## src/rtl/odesa_train_sequencer_if.sv

```systemverilog
// rtl/odesa_train_sequencer_if.sv - ROM, event, label and score signals of the ODESA train sequencer
// master drives the sequencer inputs (bench/SoC); slave is the sequencer itself.
interface odesa_train_sequencer_if #(
  parameter int P_CH     = 20,
  parameter int P_CLS    = 3,
  parameter int P_VEC    = 150,
  parameter int P_EPOCHS = 8
);
  localparam int AW = (P_VEC > 1) ? $clog2(P_VEC) : 1;
  localparam int EW = $clog2(P_EPOCHS + 1);
  localparam int CW = $clog2(P_VEC + 1);

  logic              i_start;
  logic [P_CH-1:0]   i_event;
  logic [AW-1:0]     o_vec_addr;
  logic [P_CH-1:0]   i_vec_data;
  logic [P_CLS-1:0]  i_vec_label;
  logic [P_CLS-1:0]  i_spike_out;
  logic [P_CH-1:0]   o_event;
  logic [P_CLS-1:0]  o_label;
  logic              o_end_of_epochs;
  logic [EW-1:0]     o_epoch;
  logic [CW-1:0]     o_acc;
  logic              o_acc_valid;
  logic              o_busy;

  modport master (
    output i_start, i_event, i_vec_data, i_vec_label, i_spike_out,
    input  o_vec_addr, o_event, o_label, o_end_of_epochs, o_epoch, o_acc, o_acc_valid, o_busy
  );

  modport slave (
    input  i_start, i_event, i_vec_data, i_vec_label, i_spike_out,
    output o_vec_addr, o_event, o_label, o_end_of_epochs, o_epoch, o_acc, o_acc_valid, o_busy
  );
endinterface

```

## src/rtl/odesa_train_sequencer.sv

```systemverilog
// rtl/odesa_train_sequencer.sv - ODESA epoch trainer: ROM replay, L2 spike scoring, then live pass-through
// Each vector takes P_WIN+3 cycles (FETCH, DRIVE, P_WIN x WAIT, NEXT); the first spike in the window decides.
module odesa_train_sequencer #(
  parameter int P_CH     = 20,
  parameter int P_CLS    = 3,
  parameter int P_VEC    = 150,
  parameter int P_EPOCHS = 8,
  parameter int P_WIN    = 16
) (
  input logic                    i_clk,
  input logic                    i_rst,
  odesa_train_sequencer_if.slave bus
);
  localparam int AW = (P_VEC > 1) ? $clog2(P_VEC) : 1;
  localparam int EW = $clog2(P_EPOCHS + 1);
  localparam int CW = $clog2(P_VEC + 1);
  localparam int WW = (P_WIN > 1) ? $clog2(P_WIN) : 1;

  typedef enum logic [2:0] {
    S_IDLE, S_FETCH, S_DRIVE, S_WAIT, S_NEXT, S_DONE
  } state_t;

  state_t           state_q, state_d;
  logic [AW-1:0]    addr_q, addr_d;
  logic [EW-1:0]    epoch_q, epoch_d;
  logic [CW-1:0]    hits_q, hits_d;
  logic [CW-1:0]    acc_q, acc_d;
  logic [WW-1:0]    win_q, win_d;
  logic             decided_q, decided_d;
  logic             hit_q, hit_d;
  logic [P_CH-1:0]  event_q, event_d;
  logic [P_CLS-1:0] label_q, label_d;
  logic             acc_valid_q, acc_valid_d;
  logic             end_q, end_d;
  logic             busy_q, busy_d;
  logic [CW-1:0]    hits_inc;

  always_comb begin
    state_d     = state_q;
    addr_d      = addr_q;
    epoch_d     = epoch_q;
    hits_d      = hits_q;
    acc_d       = acc_q;
    win_d       = win_q;
    decided_d   = decided_q;
    hit_d       = hit_q;
    event_d     = '0;
    label_d     = label_q;
    acc_valid_d = 1'b0;
    end_d       = end_q;
    hits_inc    = hits_q + CW'(hit_q);

    case (state_q)
      S_IDLE: begin
        if (bus.i_start) begin
          state_d = S_FETCH;
          addr_d  = '0;
          epoch_d = '0;
          hits_d  = '0;
        end
      end
      S_FETCH: state_d = S_DRIVE;
      S_DRIVE: begin
        event_d   = bus.i_vec_data;
        label_d   = bus.i_vec_label;
        win_d     = '0;
        decided_d = 1'b0;
        hit_d     = 1'b0;
        state_d   = S_WAIT;
      end
      S_WAIT: begin
        // Only the first cycle with any spike scores the vector.
        if (!decided_q && (bus.i_spike_out != '0)) begin
          decided_d = 1'b1;
          hit_d     = (bus.i_spike_out == label_q);
        end
        if (win_q == WW'(P_WIN - 1)) begin
          state_d = S_NEXT;
        end else begin
          win_d = win_q + 1'b1;
        end
      end
      S_NEXT: begin
        if (addr_q == AW'(P_VEC - 1)) begin
          acc_d       = hits_inc;
          acc_valid_d = 1'b1;
          hits_d      = '0;
          addr_d      = '0;
          epoch_d     = epoch_q + 1'b1;
          if (epoch_q == EW'(P_EPOCHS - 1)) begin
            state_d = S_DONE;
            end_d   = 1'b1;
            label_d = '0;
          end else begin
            state_d = S_FETCH;
          end
        end else begin
          hits_d  = hits_inc;
          addr_d  = addr_q + 1'b1;
          state_d = S_FETCH;
        end
      end
      S_DONE: begin
        label_d = '0;
        if (bus.i_start) begin
          epoch_d = '0;
          hits_d  = '0;
          addr_d  = '0;
          end_d   = 1'b0;
          state_d = S_FETCH;
        end else begin
          event_d = bus.i_event;
        end
      end
      default: state_d = S_IDLE;
    endcase

    busy_d = (state_d == S_FETCH) || (state_d == S_DRIVE) ||
             (state_d == S_WAIT)  || (state_d == S_NEXT);
  end

  always_ff @(posedge i_clk) begin
    if (i_rst) begin
      state_q     <= S_IDLE;
      addr_q      <= '0;
      epoch_q     <= '0;
      hits_q      <= '0;
      acc_q       <= '0;
      win_q       <= '0;
      decided_q   <= 1'b0;
      hit_q       <= 1'b0;
      event_q     <= '0;
      label_q     <= '0;
      acc_valid_q <= 1'b0;
      end_q       <= 1'b0;
      busy_q      <= 1'b0;
    end else begin
      state_q     <= state_d;
      addr_q      <= addr_d;
      epoch_q     <= epoch_d;
      hits_q      <= hits_d;
      acc_q       <= acc_d;
      win_q       <= win_d;
      decided_q   <= decided_d;
      hit_q       <= hit_d;
      event_q     <= event_d;
      label_q     <= label_d;
      acc_valid_q <= acc_valid_d;
      end_q       <= end_d;
      busy_q      <= busy_d;
    end
  end

  assign bus.o_vec_addr      = addr_q;
  assign bus.o_event         = event_q;
  assign bus.o_label         = label_q;
  assign bus.o_end_of_epochs = end_q;
  assign bus.o_epoch         = epoch_q;
  assign bus.o_acc           = acc_q;
  assign bus.o_acc_valid     = acc_valid_q;
  assign bus.o_busy          = busy_q;
endmodule

```

## src/flat_wrapper.sv

```systemverilog
// flat-port wrapper written by rule: the top's interface ports become plain ports
module odesa_train_sequencer_flat 
#(
  parameter int P_CH     = 20,
  parameter int P_CLS    = 3,
  parameter int P_VEC    = 150,
  parameter int P_EPOCHS = 8,
  parameter int P_WIN    = 16
)
  (i_clk, i_rst, bus_i_start, bus_i_event, bus_i_vec_data, bus_i_vec_label, bus_i_spike_out, bus_o_vec_addr, bus_o_event, bus_o_label, bus_o_end_of_epochs, bus_o_epoch, bus_o_acc, bus_o_acc_valid, bus_o_busy);
  odesa_train_sequencer_if #(.P_CH(P_CH), .P_CLS(P_CLS), .P_VEC(P_VEC), .P_EPOCHS(P_EPOCHS)) bus_i ();
  input logic i_clk;
  input logic i_rst;
  input wire logic [$bits(bus_i.i_start)-1:0] bus_i_start;
  input wire logic [$bits(bus_i.i_event)-1:0] bus_i_event;
  input wire logic [$bits(bus_i.i_vec_data)-1:0] bus_i_vec_data;
  input wire logic [$bits(bus_i.i_vec_label)-1:0] bus_i_vec_label;
  input wire logic [$bits(bus_i.i_spike_out)-1:0] bus_i_spike_out;
  output wire logic [$bits(bus_i.o_vec_addr)-1:0] bus_o_vec_addr;
  output wire logic [$bits(bus_i.o_event)-1:0] bus_o_event;
  output wire logic [$bits(bus_i.o_label)-1:0] bus_o_label;
  output wire logic [$bits(bus_i.o_end_of_epochs)-1:0] bus_o_end_of_epochs;
  output wire logic [$bits(bus_i.o_epoch)-1:0] bus_o_epoch;
  output wire logic [$bits(bus_i.o_acc)-1:0] bus_o_acc;
  output wire logic [$bits(bus_i.o_acc_valid)-1:0] bus_o_acc_valid;
  output wire logic [$bits(bus_i.o_busy)-1:0] bus_o_busy;
  assign bus_i.i_start = bus_i_start;
  assign bus_i.i_event = bus_i_event;
  assign bus_i.i_vec_data = bus_i_vec_data;
  assign bus_i.i_vec_label = bus_i_vec_label;
  assign bus_i.i_spike_out = bus_i_spike_out;
  assign bus_o_vec_addr = bus_i.o_vec_addr;
  assign bus_o_event = bus_i.o_event;
  assign bus_o_label = bus_i.o_label;
  assign bus_o_end_of_epochs = bus_i.o_end_of_epochs;
  assign bus_o_epoch = bus_i.o_epoch;
  assign bus_o_acc = bus_i.o_acc;
  assign bus_o_acc_valid = bus_i.o_acc_valid;
  assign bus_o_busy = bus_i.o_busy;
  odesa_train_sequencer #(.P_CH(P_CH), .P_CLS(P_CLS), .P_VEC(P_VEC), .P_EPOCHS(P_EPOCHS), .P_WIN(P_WIN)) u_core (.i_clk(i_clk), .i_rst(i_rst), .bus(bus_i));
endmodule
```

## config.mk

```make
export PLATFORM = sky130hd
export DESIGN_NAME = odesa_train_sequencer_flat
export DESIGN_NICKNAME = d
export VERILOG_FILES = /design/src/rtl/odesa_train_sequencer_if.sv /design/src/rtl/odesa_train_sequencer.sv /design/src/flat_wrapper.sv
export SDC_FILE = /design/constraint.sdc
export NUM_CORES = 1
export LEC_CHECK = 0
export CAP_MARGIN = 20
export CORE_ASPECT_RATIO = 1.1
export CORE_UTILIZATION = 59
export CTS_BUF_LIST = sky130_fd_sc_hd__clkbuf_8
export CTS_CLUSTER_SIZE = 8
export DETAILED_ROUTE_END_ITERATION = 8
export DONT_BUFFER_PORTS = 1
export PLACE_DENSITY = 0.82
export REMOVE_ABC_BUFFERS = 1
export SLEW_MARGIN = 20
export SYNTH_ARGS = -nofsm -noshare
export SYNTH_HDL_FRONTEND = slang
export SYNTH_SLANG_ARGS = --single-unit
```

## constraint.sdc

```tcl
create_clock -name i_clk -period 1.8 [get_ports i_clk]
set_input_delay 0.36 -clock i_clk [delete_from_list [all_inputs] [get_ports i_clk]]
set_output_delay 0.36 -clock i_clk [all_outputs]
set_load 0.02 [all_outputs]
```

* Yosys cells after proc, flatten, opt, wreduce, memory -nomap -nowiden
Cells that the tools add are included.
Cells by class: $add $sub $neg 4, eq/ne operators 19, mux-type cells 29, bitwise logic cells 1, reduce and logical (&&, ||, !) cells 20
Operators with widths (number):
- $pmux 20 s2 | 1
- $pmux 8 s2 | 2
- $mux 8 | 3
- $mux 20 | 1
- $mux 3 | 6
- $pmux 4 s2 | 2
- $pmux 3 s5 | 1
- $eq 3x2->1 const B | 4
- $mux 4 | 3
- $eq 3x3->1 const B | 3
- $pmux 3 s3 | 1
- $add 4x1->4 const B | 2
- $add 8x1->8 | 1
- $add 8x1->8 const B | 1
- $eq 8x8->1 const B | 1
- $ne 2x1->1 const B | 4
- $reduce_and 2->1 | 4
- $eq 3x1->1 const B | 2
- $mux 1 | 6
- $pmux 1 s2 | 3
- $reduce_and 3->1 | 2
- $reduce_bool 2->1 | 3
- $reduce_bool 3->1 | 2
- $eq 4x3->1 const B | 1
- 10 further kinds | 14
Word-level totals: register bits 63, input bits 49, output and inout bits 46, word-level logic and storage cells 86

* Longest topological paths before layout
depth after elaboration 8, mapped depth 7, gate-level depth less buffers 6

* Worst setup path after synthesis
No wires, ideal clock.
kind reg-to-reg, from register u_core.addr_q[0], in the netlist u_core.bus.o_vec_addr[0], to register u_core.epoch_q[3], in the netlist u_core.bus.o_epoch[3], library setup time 0.076 ns, arrival 1.713 ns, required time 1.724 ns, setup slack 0.011 ns, stages on the path, launching flop included 6, path buffers 0, path through dfxtp_1 -> ha_1 -> and4bb_2 -> a21oi_1 -> or4_1 -> a21boi_0
On the way: word-level cells in the longest chain between the ends 3
Ends and longest elaborated chain:
- from (decl) | RTL line odesa_train_sequencer.sv:24 | logic [AW-1:0] addr_q, addr_d;
- from (signal assigned) | RTL line odesa_train_sequencer.sv:139 | addr_q <= addr_d;
- $eq 8x8->1 | RTL line odesa_train_sequencer.sv:84 | if (addr_q == AW'(P_VEC - 1)) begin
- $ne 2x1->1 (no source line)
- $reduce_and 3->1 (no source line)
- to (signal assigned) | RTL line odesa_train_sequencer.sv:140 | epoch_q <= epoch_d;
- to (decl) | RTL line odesa_train_sequencer.sv:25 | logic [EW-1:0] epoch_q, epoch_d;
Every way passes these cells. A chain may end at the register's enable or synchronous reset.

* Final worst setup path
from register u_core.state_q[0], to register u_core.hits_q[3]
On the way: word-level cells in the longest chain between the ends 4
Ends and longest elaborated chain:
- from (decl) | RTL line odesa_train_sequencer.sv:23 | state_t state_q, state_d;
- from (signal assigned) | RTL line odesa_train_sequencer.sv:138 | state_q <= state_d;
- $eq 3x3->1 / $logic_not 3->1 (equally long branches) | RTL line odesa_train_sequencer.sv:53 | case (state_q)
- $reduce_or 2->1 (no source line)
- $ne 2x1->1 (no source line) / $reduce_bool 2->1 (equally long branches)
- $reduce_and 2->1 (no source line)
- to (signal assigned) | RTL line odesa_train_sequencer.sv:141 | hits_q <= hits_d;
- to (decl) | RTL line odesa_train_sequencer.sv:26 | logic [CW-1:0] hits_q, hits_d;
Several ways; a longest one is shown, not always the timed one.

==> impl_metrics.csv <==
group,metric,value,unit
critical_path,endpoint_kind,"flip-flop",
clock_network,cts_tree,"done",
sta,tightest_slew,437,ps
grt,grt_overflow,0,
routing,vias,2421,
synth,yosysSeqAreaShare,44.9,%
power_and_ir_drop,p_total,3.06,mW
critical_path,worst-path-buf-inv,1,
finish,syn2layout_area_growth,13.8,%
floorplanning,die-area,0.00504,mm^2
placement,gp_congestion,0.834,
sta,period_minus_slack,1700,ps
floorplanning,boundaryPins,95,
sta,fin_worst_skew,5.12,ps
routing,viasPerCell,6.21,
critical_path,r2r_cells,5,
sta,maxSlewViolCount,0,
synth,ys_ff_latch,63,
routing,drt_wl_total,6.12,mm
floorplanning,initial_core_util,63.3,%
sta,whs,93.0,ps
finish,layout_common_cells,"63 x dfxtp_1, 40 x nor2_1, 24 x buf_4",
synth,synthDistinctLibCells,44,
floorplanning,chipHeight,74.4,um
critical_path,critPathTopFamily,"simple AND/OR/NAND/NOR gates",
finish,nNetsFinal,386,
critical_path,crit_fanout,8,
critical_path,cp.depth,5,
power_and_ir_drop,cellLeakagePower,1.15,nW
sta,hold_violations,0,
sta,period_share,94.4,%
floorplanning,rows,25,
critical_path,crit_type,"reg2reg",
clock_network,cts-buffers-inserted,9,
finish,num_antenna_cells,0,
clock_network,cts-root-buf,"clkbuf_8",
routing,routedWlPerCell,15.7,um
critical_path,crit_chain,"or3b_1, a21oi_1, buf_4, nand3_1, a31oi_1",
critical_path,cp_slowest_stage_delay,490,ps
power_and_ir_drop,power.density,956,mW/mm^2
placement,hpwlAfterDp,4.24,mm
placement,portBuffers,0,
clock_network,cts_max_level,3,
grt,grt_max_degree,58,
sta,fmax,0.589,GHz
grt,track_usage,25.8,%
synth,synth-main-ff-cell,"dfxtp_1",
hold_path,hold_depth,1,
finish,final_layout_size_suffix_gt1_share,14.9,%
floorplanning,die_x,67.8,um
routing,drt_pre_antenna_iters,5,
clock_network,clk_path_buf_depth,2,
grt,grt_pass1_wl,9.54,mm
critical_path,cp.arrival,1970,ps
clock_network,cts.sinks,63,
clock_network,cts_setup_buffers,0,
routing,drc,0,
clock_network,path_clk_slew,70,ps
power_and_ir_drop,max-vdd-ir-drop,0.576,mV
routing,drtIter0Drc,184,
routing,ant_nets,0,
synth,netlist_area,0.00281,mm^2
critical_path,start_kind,"flip-flop",
sta,rsz0062_at_grt,"no",
synth,synth.avg_cell_area,8.89,um^2
synth,yosys_warnings,0,
floorplanning,core_area,0.00444,mm^2
clock_network,clock_latency,340,ps
grt,antenna_found_initial,0,
critical_path,worstPathRequired,2070,ps
synth,synth-async-reset-ratio,0,%
finish,final_common_cell,"dfxtp_1",
hold_path,hp-class,"in2reg",
synth,syn_inst,316,
grt,grt_pass1_vias,2233,
flow_run,drv_cap,0,
status,outcome,"finished, final reports clean",
critical_path,slowest_stage,"or3b_1",
sta,max_slew_margin,70.9,%
synth,synth_edf_count,0,
sta,setup_violations,0,
metrics by stage:
stage / setup slack, ps / area, um^2 / setup TNS (ps) / cells / utilization (%)
2_1_floorplan: -128 / 2710 / -543 / 295 / -
3_3_place_gp: 197 / 2970 / 0 / 374 / 66.9
3_5_place_dp: 132 / 2970 / 0 / 374 / 66.9
4_1_cts: 107 / 3190 / 0 / 390 / 71.9
5_1_grt: 4.12 / 3200 / 0 / 390 / 72.0
6_report: 101 / 3200 / 0 / 390 / 72.0
worst register-to-register path, cell delays in order (launching register included):
cell and delay, ps:
dfxtp_1 330, or3b_1 490, a21oi_1 330, buf_4 230, nand3_1 90, a31oi_1 170
logic make-up after synthesis:
family	share of synthesized area [%]
flip-flops	44.9
buffers and inverters	4.41
XOR/XNOR	3.12
AND/OR/NAND/NOR	23.5
AO/OA/AOI/OAI	20.3
adder cells (fa/ha/maj)	2.67
multiplexers	1.07
synthesized netlist by cell type (4+ instances only):
library cell  instances  area (um^2)
dfxtp_1              63         1260
nor2_1               40          150
a22oi_1              23          173
nand3_1              21          105
a21oi_1              18         90.1
clkbuf_1             15         56.3
nand2_1              14         52.6
a31oi_1              10         62.6
o21ai_0               9         45.0
or3_1                 9         56.3
nor3_1                7         35.0
ha_1                  6         75.1
nand2b_1              6         37.5
and3_1                5         31.3
inv_1                 5         18.8
xnor2_1               5         43.8
xor2_1                5         43.8
a211oi_1              4         30.0
a211oi_2              4         50.1
nand3b_1              4         30.0
nor4_1                4         25.0
sequential cells by signal, indices dropped and copies added (netlist names), 3 cells and up:
| register | flops |
|---|---|
| u_core.bus.o_event | 20 |
| u_core.win_q | 4 |
| u_core.state_q | 3 |
| u_core.bus.o_vec_addr | 8 |
| u_core.hits_q | 8 |
| u_core.bus.o_epoch | 4 |
| u_core.bus.o_label | 3 |
| u_core.bus.o_acc | 8 |
worst paths after layout:
path                          start                  endpoint  slack, ps
setup / recovery  u_core.state_q[0]          u_core.hits_q[3]        100
hold / removal                i_rst  u_core.bus.o_vec_addr[6]         90
hold reg to reg    u_core.hits_q[6]          u_core.hits_q[6]        500
setup reg to reg  u_core.state_q[0]          u_core.hits_q[3]        100
layer usage:
metal	share of wire, %	GRT usage, %	wire length (um)	up-vias
met5	0	0	0	-
met4	1.7	13.2	104	0
met3	7.0	8.28	426	10
met2	49	43.1	2980	106
met1	43	29.1	2610	1113
li1	-	-	-	1192
where the power goes:
part	switching [mW]	total [mW]	internal (mW)
clock	0.570	1.35	0.780
combinational	0.124	0.219	0.0952
sequential	0.0579	1.49	1.43
repair_timing:
item / CTS / global route
resized for setup: 0 / 2
hold buffers: 0 / 0
setup endpoints to repair: 0 / 2
area by class of cell:
cell class / instances / area [um^2]
well taps: 54 / 67.6
flip-flops and latches: 63 / 1260
inverters: 5 / 18.8
clock buffers: 9 / 124
clock inverters: 7 / 97.6
multi-input cells: 227 / 1430
repair buffers: 25 / 200
fillers: 348 / 1240
No activity file was read; power rests on OpenSTA's default activity.
